<file path="src/rtl/mips_multicycle_ctrl.sv">
// Multi-cycle MIPS control FSM sequencing FETCH/DECODE/EXEC/MEM/WB over a shared memory port and ALU.
// Define MIPS_MC_PERF_CNT_EN to add the CYCLE_CNT/INSTR_CNT performance counter outputs.
module mips_multicycle_ctrl #(
    parameter int ILLEGAL_HALT = 1
`ifdef MIPS_MC_PERF_CNT_EN
    ,
    parameter int CNT_W        = 32
`endif
) (
    input  logic       CLK,
    input  logic       RST_N,
    input  logic       RUN,
    input  logic [5:0] OPCODE,
    input  logic [5:0] FUNCT,
    input  logic       ZERO,
    input  logic       MEM_READY,
    output logic       PC_WRITE,
    output logic       IR_WRITE,
    output logic       IORD,
    output logic       MEM_READ,
    output logic       MEM_WRITE,
    output logic       REG_DST,
    output logic       REG_WRITE,
    output logic       MEM2REG,
    output logic       EX_TOP,
    output logic       ALU_SRC_A,
    output logic [1:0] ALU_SRC_B,
    output logic [3:0] ALU_OP,
    output logic [1:0] PC_SRC,
    output logic       HALTED,
`ifdef MIPS_MC_PERF_CNT_EN
    output logic [CNT_W-1:0] CYCLE_CNT,
    output logic [CNT_W-1:0] INSTR_CNT,
`endif
    output logic       INSTR_DONE
);

    typedef enum logic [3:0] {
        S_IDLE, S_FETCH, S_DECODE, S_MEM_ADDR, S_MEM_RD, S_MEM_WB, S_MEM_WR,
        S_R_EXEC, S_R_WB, S_I_EXEC, S_I_WB, S_BRANCH, S_JUMP, S_HALT
    } state_t;

    localparam logic [5:0] OP_RTYPE = 6'b000000;
    localparam logic [5:0] OP_LW    = 6'b100011;
    localparam logic [5:0] OP_SW    = 6'b101011;
    localparam logic [5:0] OP_ADDI  = 6'b001000;
    localparam logic [5:0] OP_BEQ   = 6'b000100;
    localparam logic [5:0] OP_J     = 6'b000010;

    localparam logic [3:0] ALU_ADD = 4'b0010;
    localparam logic [3:0] ALU_SUB = 4'b0110;
    localparam logic [3:0] ALU_AND = 4'b0000;
    localparam logic [3:0] ALU_OR  = 4'b0001;
    localparam logic [3:0] ALU_SLT = 4'b0111;

    state_t     state_q, state_d;
    state_t     done_next;
    logic       r_legal;
    logic [3:0] r_alu_op;

    // NOTE: reset is synchronous, so it lives inside the clocked branch rather than the sensitivity list.
    always_ff @(posedge CLK) begin
        if (!RST_N) state_q <= S_IDLE;
        else        state_q <= state_d;
    end

    always_comb begin
        r_legal  = 1'b1;
        r_alu_op = ALU_ADD;
        case (FUNCT)
            6'b100000: r_alu_op = ALU_ADD;
            6'b100010: r_alu_op = ALU_SUB;
            6'b100100: r_alu_op = ALU_AND;
            6'b100101: r_alu_op = ALU_OR;
            6'b101010: r_alu_op = ALU_SLT;
            default:   r_legal  = 1'b0;
        endcase
    end

    // NOTE: every output and state_d gets a default before the case so no path infers a latch.
    always_comb begin
        state_d    = state_q;
        done_next  = RUN ? S_FETCH : S_IDLE;
        PC_WRITE   = 1'b0;
        IR_WRITE   = 1'b0;
        IORD       = 1'b0;
        MEM_READ   = 1'b0;
        MEM_WRITE  = 1'b0;
        REG_DST    = 1'b0;
        REG_WRITE  = 1'b0;
        MEM2REG    = 1'b0;
        EX_TOP     = 1'b0;
        ALU_SRC_A  = 1'b0;
        ALU_SRC_B  = 2'b00;
        ALU_OP     = 4'b0000;
        PC_SRC     = 2'b00;
        HALTED     = 1'b0;
        INSTR_DONE = 1'b0;
        case (state_q)
            S_IDLE: if (RUN) state_d = S_FETCH;
            S_FETCH: begin
                MEM_READ  = 1'b1;
                ALU_SRC_B = 2'b01;
                ALU_OP    = ALU_ADD;
                if (MEM_READY) begin
                    IR_WRITE = 1'b1;
                    PC_WRITE = 1'b1;
                    state_d  = S_DECODE;
                end
            end
            S_DECODE: begin
                ALU_SRC_B = 2'b11;
                ALU_OP    = ALU_ADD;
                EX_TOP    = 1'b1;
                case (OPCODE)
                    OP_LW, OP_SW: state_d = S_MEM_ADDR;
                    OP_RTYPE:     state_d = r_legal ? S_R_EXEC : S_HALT;
                    OP_ADDI:      state_d = S_I_EXEC;
                    OP_BEQ:       state_d = S_BRANCH;
                    OP_J:         state_d = S_JUMP;
                    default:      state_d = S_HALT;
                endcase
                // Illegal encodings retire as a NOP when halting is disabled.
                if (state_d == S_HALT && ILLEGAL_HALT == 0) begin
                    INSTR_DONE = 1'b1;
                    state_d    = done_next;
                end
            end
            S_MEM_ADDR, S_I_EXEC: begin
                ALU_SRC_A = 1'b1;
                ALU_SRC_B = 2'b10;
                EX_TOP    = 1'b1;
                ALU_OP    = ALU_ADD;
                if (state_q == S_I_EXEC) state_d = S_I_WB;
                else                     state_d = (OPCODE == OP_LW) ? S_MEM_RD : S_MEM_WR;
            end
            S_MEM_RD: begin
                MEM_READ = 1'b1;
                IORD     = 1'b1;
                if (MEM_READY) state_d = S_MEM_WB;
            end
            S_MEM_WB: begin
                REG_WRITE  = 1'b1;
                MEM2REG    = 1'b1;
                INSTR_DONE = 1'b1;
                state_d    = done_next;
            end
            S_MEM_WR: begin
                MEM_WRITE = 1'b1;
                IORD      = 1'b1;
                if (MEM_READY) begin
                    INSTR_DONE = 1'b1;
                    state_d    = done_next;
                end
            end
            S_R_EXEC: begin
                ALU_SRC_A = 1'b1;
                ALU_OP    = r_alu_op;
                state_d   = S_R_WB;
            end
            S_R_WB, S_I_WB: begin
                REG_WRITE  = 1'b1;
                REG_DST    = (state_q == S_R_WB);
                INSTR_DONE = 1'b1;
                state_d    = done_next;
            end
            S_BRANCH: begin
                ALU_SRC_A  = 1'b1;
                ALU_OP     = ALU_SUB;
                PC_SRC     = 2'b01;
                PC_WRITE   = ZERO;
                INSTR_DONE = 1'b1;
                state_d    = done_next;
            end
            S_JUMP: begin
                PC_SRC     = 2'b10;
                PC_WRITE   = 1'b1;
                INSTR_DONE = 1'b1;
                state_d    = done_next;
            end
            S_HALT:  HALTED  = 1'b1;
            default: state_d = S_IDLE;
        endcase
    end

`ifdef MIPS_MC_PERF_CNT_EN
    logic [CNT_W-1:0] cycle_cnt_q, instr_cnt_q;

    always_ff @(posedge CLK) begin
        if (!RST_N) begin
            cycle_cnt_q <= '0;
            instr_cnt_q <= '0;
        end else begin
            if (state_q != S_IDLE && state_q != S_HALT) cycle_cnt_q <= cycle_cnt_q + CNT_W'(1);
            instr_cnt_q <= instr_cnt_q + CNT_W'(INSTR_DONE);
        end
    end

    assign CYCLE_CNT = cycle_cnt_q;
    assign INSTR_CNT = instr_cnt_q;
`endif

endmodule

</file>
<file path="config.mk">
export PLATFORM = sky130hd
export DESIGN_NAME = mips_multicycle_ctrl
export DESIGN_NICKNAME = d
export VERILOG_FILES = /design/src/rtl/mips_multicycle_ctrl.sv
export SDC_FILE = /design/constraint.sdc
export NUM_CORES = 1
export LEC_CHECK = 0
export BUFFER_PORTS_ARGS = -buffer_cell sky130_fd_sc_hd__buf_2
export CAP_MARGIN = 30
export CORE_MARGIN = 2
export CORE_UTILIZATION = 40
export CTS_CLUSTER_DIAMETER = 150
export DETAILED_ROUTE_END_ITERATION = 7
export GPL_ROUTABILITY_DRIVEN = 1
export PLACE_DENSITY = 0.75
export SETUP_SLACK_MARGIN = 0.3
export SLEW_MARGIN = 20
export SYNTH_ARGS = -nofsm -noshare
export SYNTH_HDL_FRONTEND = slang
export SYNTH_SLANG_ARGS = --single-unit
</file>
<file path="constraint.sdc">
create_clock -name CLK -period 1.88 [get_ports CLK]
set_input_delay 0.282 -clock CLK [delete_from_list [all_inputs] [get_ports CLK]]
set_output_delay 0.282 -clock CLK [all_outputs]
set_load 0.03 [all_outputs]
</file>
==> qor.yml <==
outcome:
  status: "completed"
cells_and_area:
  fillers: 164
  diodes: 0
  regMostFlops: "state_q"
  drive_gt1_share_pct: 54.5
  mostFrequentLayoutCells: "buf_2 (24), buf_4 (16), nor2_1 (10)"
  largestRegisters: "state_q x4"
  fin_nets: 175
  syn_to_final_growth_pct: 62.5
  final_common_cell: "buf_2"
  largest_reg_flops: 4
cts:
  cts_buffer_depth: 2
  cts_tree: "yes"
  cts.sinks: 4
  hold_buffers: 0
  cts_buffers: 3
  root_buffer: "clkbuf_4"
  clock_latency_ps: 230
  htreeDepth: 1
  clk_pin_slew_worst_paths_ps: 40
worst_hold_path:
  whs_path_depth: 3
  min-delay-start: "RST_N"
  worstHoldEndpoint: "state_q[0]$_SDFFE_PN0P_"
  hp-class: "primary input to flip-flop"
die:
  io_pins: 37
  initial_core_util_pct: 42.4
  num_rows: 16
  core_area_um2: 1940
  die_w_um: 49.4
  die_h_um: 49.4
  dieArea_um2: 2440
routing:
  drt_iter0_drc: 39
  drt-total-wl_mm: 2.72
  drc: 0
  ant_nets: 0
  viasPerCell: 5.77
  first_pass_iters: 4
  wire_per_inst_um: 14.9
  via_count: 1056
power:
  power.leakage_nw: 0.577
  power_density_nw_per_um2: 637
  ir_worst_vdd_mv: 0.555
critical_path:
  worst_setup_path_end_kind: "primary output"
  cp.arrival_ps: 1480
  r2r_end: "state_q[1]$_SDFFE_PN0P_"
  r2r_cells: 6
  critPathRequiredTime_ps: 1600
  critical_path_class: "flip-flop to primary output"
  reg2reg_from: "state_q[0]$_SDFFE_PN0P_"
  start_kind: "flip-flop"
  path_max_fanout: 18
  rrSetupSlack_ps: 360
timing:
  setup_tns_ps: 0
  clock_skew_ps: 3.18
  rsz0062_at_grt: "yes"
  period_needed_ps: 1760
  finalHoldViolations: 0
  setup_slack_ps: 120
  timing.hold.ws_ps: 332
  drv_slew: 0
  fin_crit_sh_pct: 93.6
  fmax_ghz: 0.568
  setup_viol: 0
yosys:
  synth_cell_types: 51
  netlist_area_um2: 823
  syn_inst: 114
  synth_edf_count: 0
  ys_async_sr_fraction_pct: 0
  yosysWarnings: 0
  ys_seq_area_share_pct: 9.73
  avgSynthCellArea_um2: 7.22
  synth_seq_cells: 4
  ys.flop_type: "dfxtp_1"
  synth_nets: 131
placement:
  dp_slack_ps: 187
  dp_hpwl_mm: 1.65
  place.gp.congestion: 0.780
  port-buffer-count: 35
grt:
  grtUsageTotal_pct: 20.3
  antenna_found_initial: 0
  grt_start_max_net_pins: 22
  grt_pass1_wl_mm: 3.95
  grt_pass1_vias: 891
  grt_overflow: 0
job:
  cap_viol_max_count: 0
metal layers:
layer	global-route usage [%]	wire length, um
met5	0	0
met4	4.29	10
met3	5.21	105
met2	35.4	1430
met1	24.9	1170
synthesized netlist by cell type, drive strengths merged, types with 3 or more instances:
| cell type | instances | area share, % |
|---|---|---|
| o21ai | 7 | 4.3 |
| and2b | 3 | 2.7 |
| nand3 | 3 | 1.8 |
| dfxtp | 4 | 9.7 |
| nand2b | 5 | 3.8 |
| a21oi | 5 | 3.0 |
| nor3 | 9 | 5.5 |
| nor3b | 3 | 3.3 |
| nor2 | 13 | 5.9 |
| nand2 | 7 | 3.2 |
| buf | 12 | 11 |
area by class of cell:
type | instances | area [um2] | area share, %
multi-input combinational | 98 | 792 | 59.2
timing repair buffer | 51 | 397 | 29.7
sequential | 4 | 92.6 | 6.92
tap | 27 | 33.8 | 2.53
clock buffer | 3 | 22.5 | 1.68
where the power goes:
part	switching, mW	leakage, nW	total, mW	internal (mW)
combinational	0.336	0.528	0.627	0.291
clock	0.0323	0.0138	0.104	0.0712
sequential	0.0216	0.0353	0.121	0.0998
total	0.389	0.577	0.852	0.462
critical path, stage by stage (launching register included):
cell      delay [ps]
dfxtp_2          320
buf_6            170
nand2b_4         180
nor4b_4          290
buf_4            160
buf_6            120
kinds of logic (layout without fill, tap and decap cells):
group | Yosys count | after routing | synth area share, %
other cells | 1 | 1 | 0.455
flops | 4 | 4 | 9.73
xor+xnor | 3 | 3 | 3.19
buf+inv | 12 | 54 | 11.4
compound gates | 33 | 33 | 31.0
simple gates | 59 | 59 | 41.6
mux | 2 | 2 | 2.58
worst max path at each step:
| stage | from | endpoint | slack (ps) | cells past startpoint |
|---|---|---|---|---|
| 5_1_grt | state_q[3]$_SDFFE_PN0P_ | ALU_OP[2] | 70 | 5 |
| 3_5_place_dp | FUNCT[4] | ALU_OP[2] | 190 | 6 |
| 2_1_floorplan | state_q[3]$_SDFFE_PN0P_ | PC_WRITE | 220 | 4 |
| 4_1_cts | state_q[1]$_SDFFE_PN0P_ | EX_TOP | 120 | 5 |
| 6_report | state_q[3]$_SDFFE_PN0P_ | IR_WRITE | 120 | 5 |
| 3_3_place_gp | FUNCT[4] | ALU_OP[2] | 190 | 6 |
per-stage QoR:
| stage | power (mW) | util (%) | cell area [um2] | std cells |
|---|---|---|---|---|
| after floorplan | 0.488 | - | 916 | 114 |
| after global routing | 0.900 | 68.9 | 1340 | 183 |
| after CTS | 0.724 | 60.1 | 1170 | 175 |
| after detailed placement | 0.574 | 55.0 | 1070 | 171 |
| final | 0.852 | 68.9 | 1340 | 183 |
| after global placement | 0.566 | 55.0 | 1070 | 171 |
what timing repair did:
action                                 CTS  global route
cloned                                   0             2
buffers inserted                         1             6
endpoints found under the hold margin    0             0
setup endpoints to repair               16            16
resized for setup                       20            26
pin swaps                                2             2
Power figures use the tool's default switching activity.
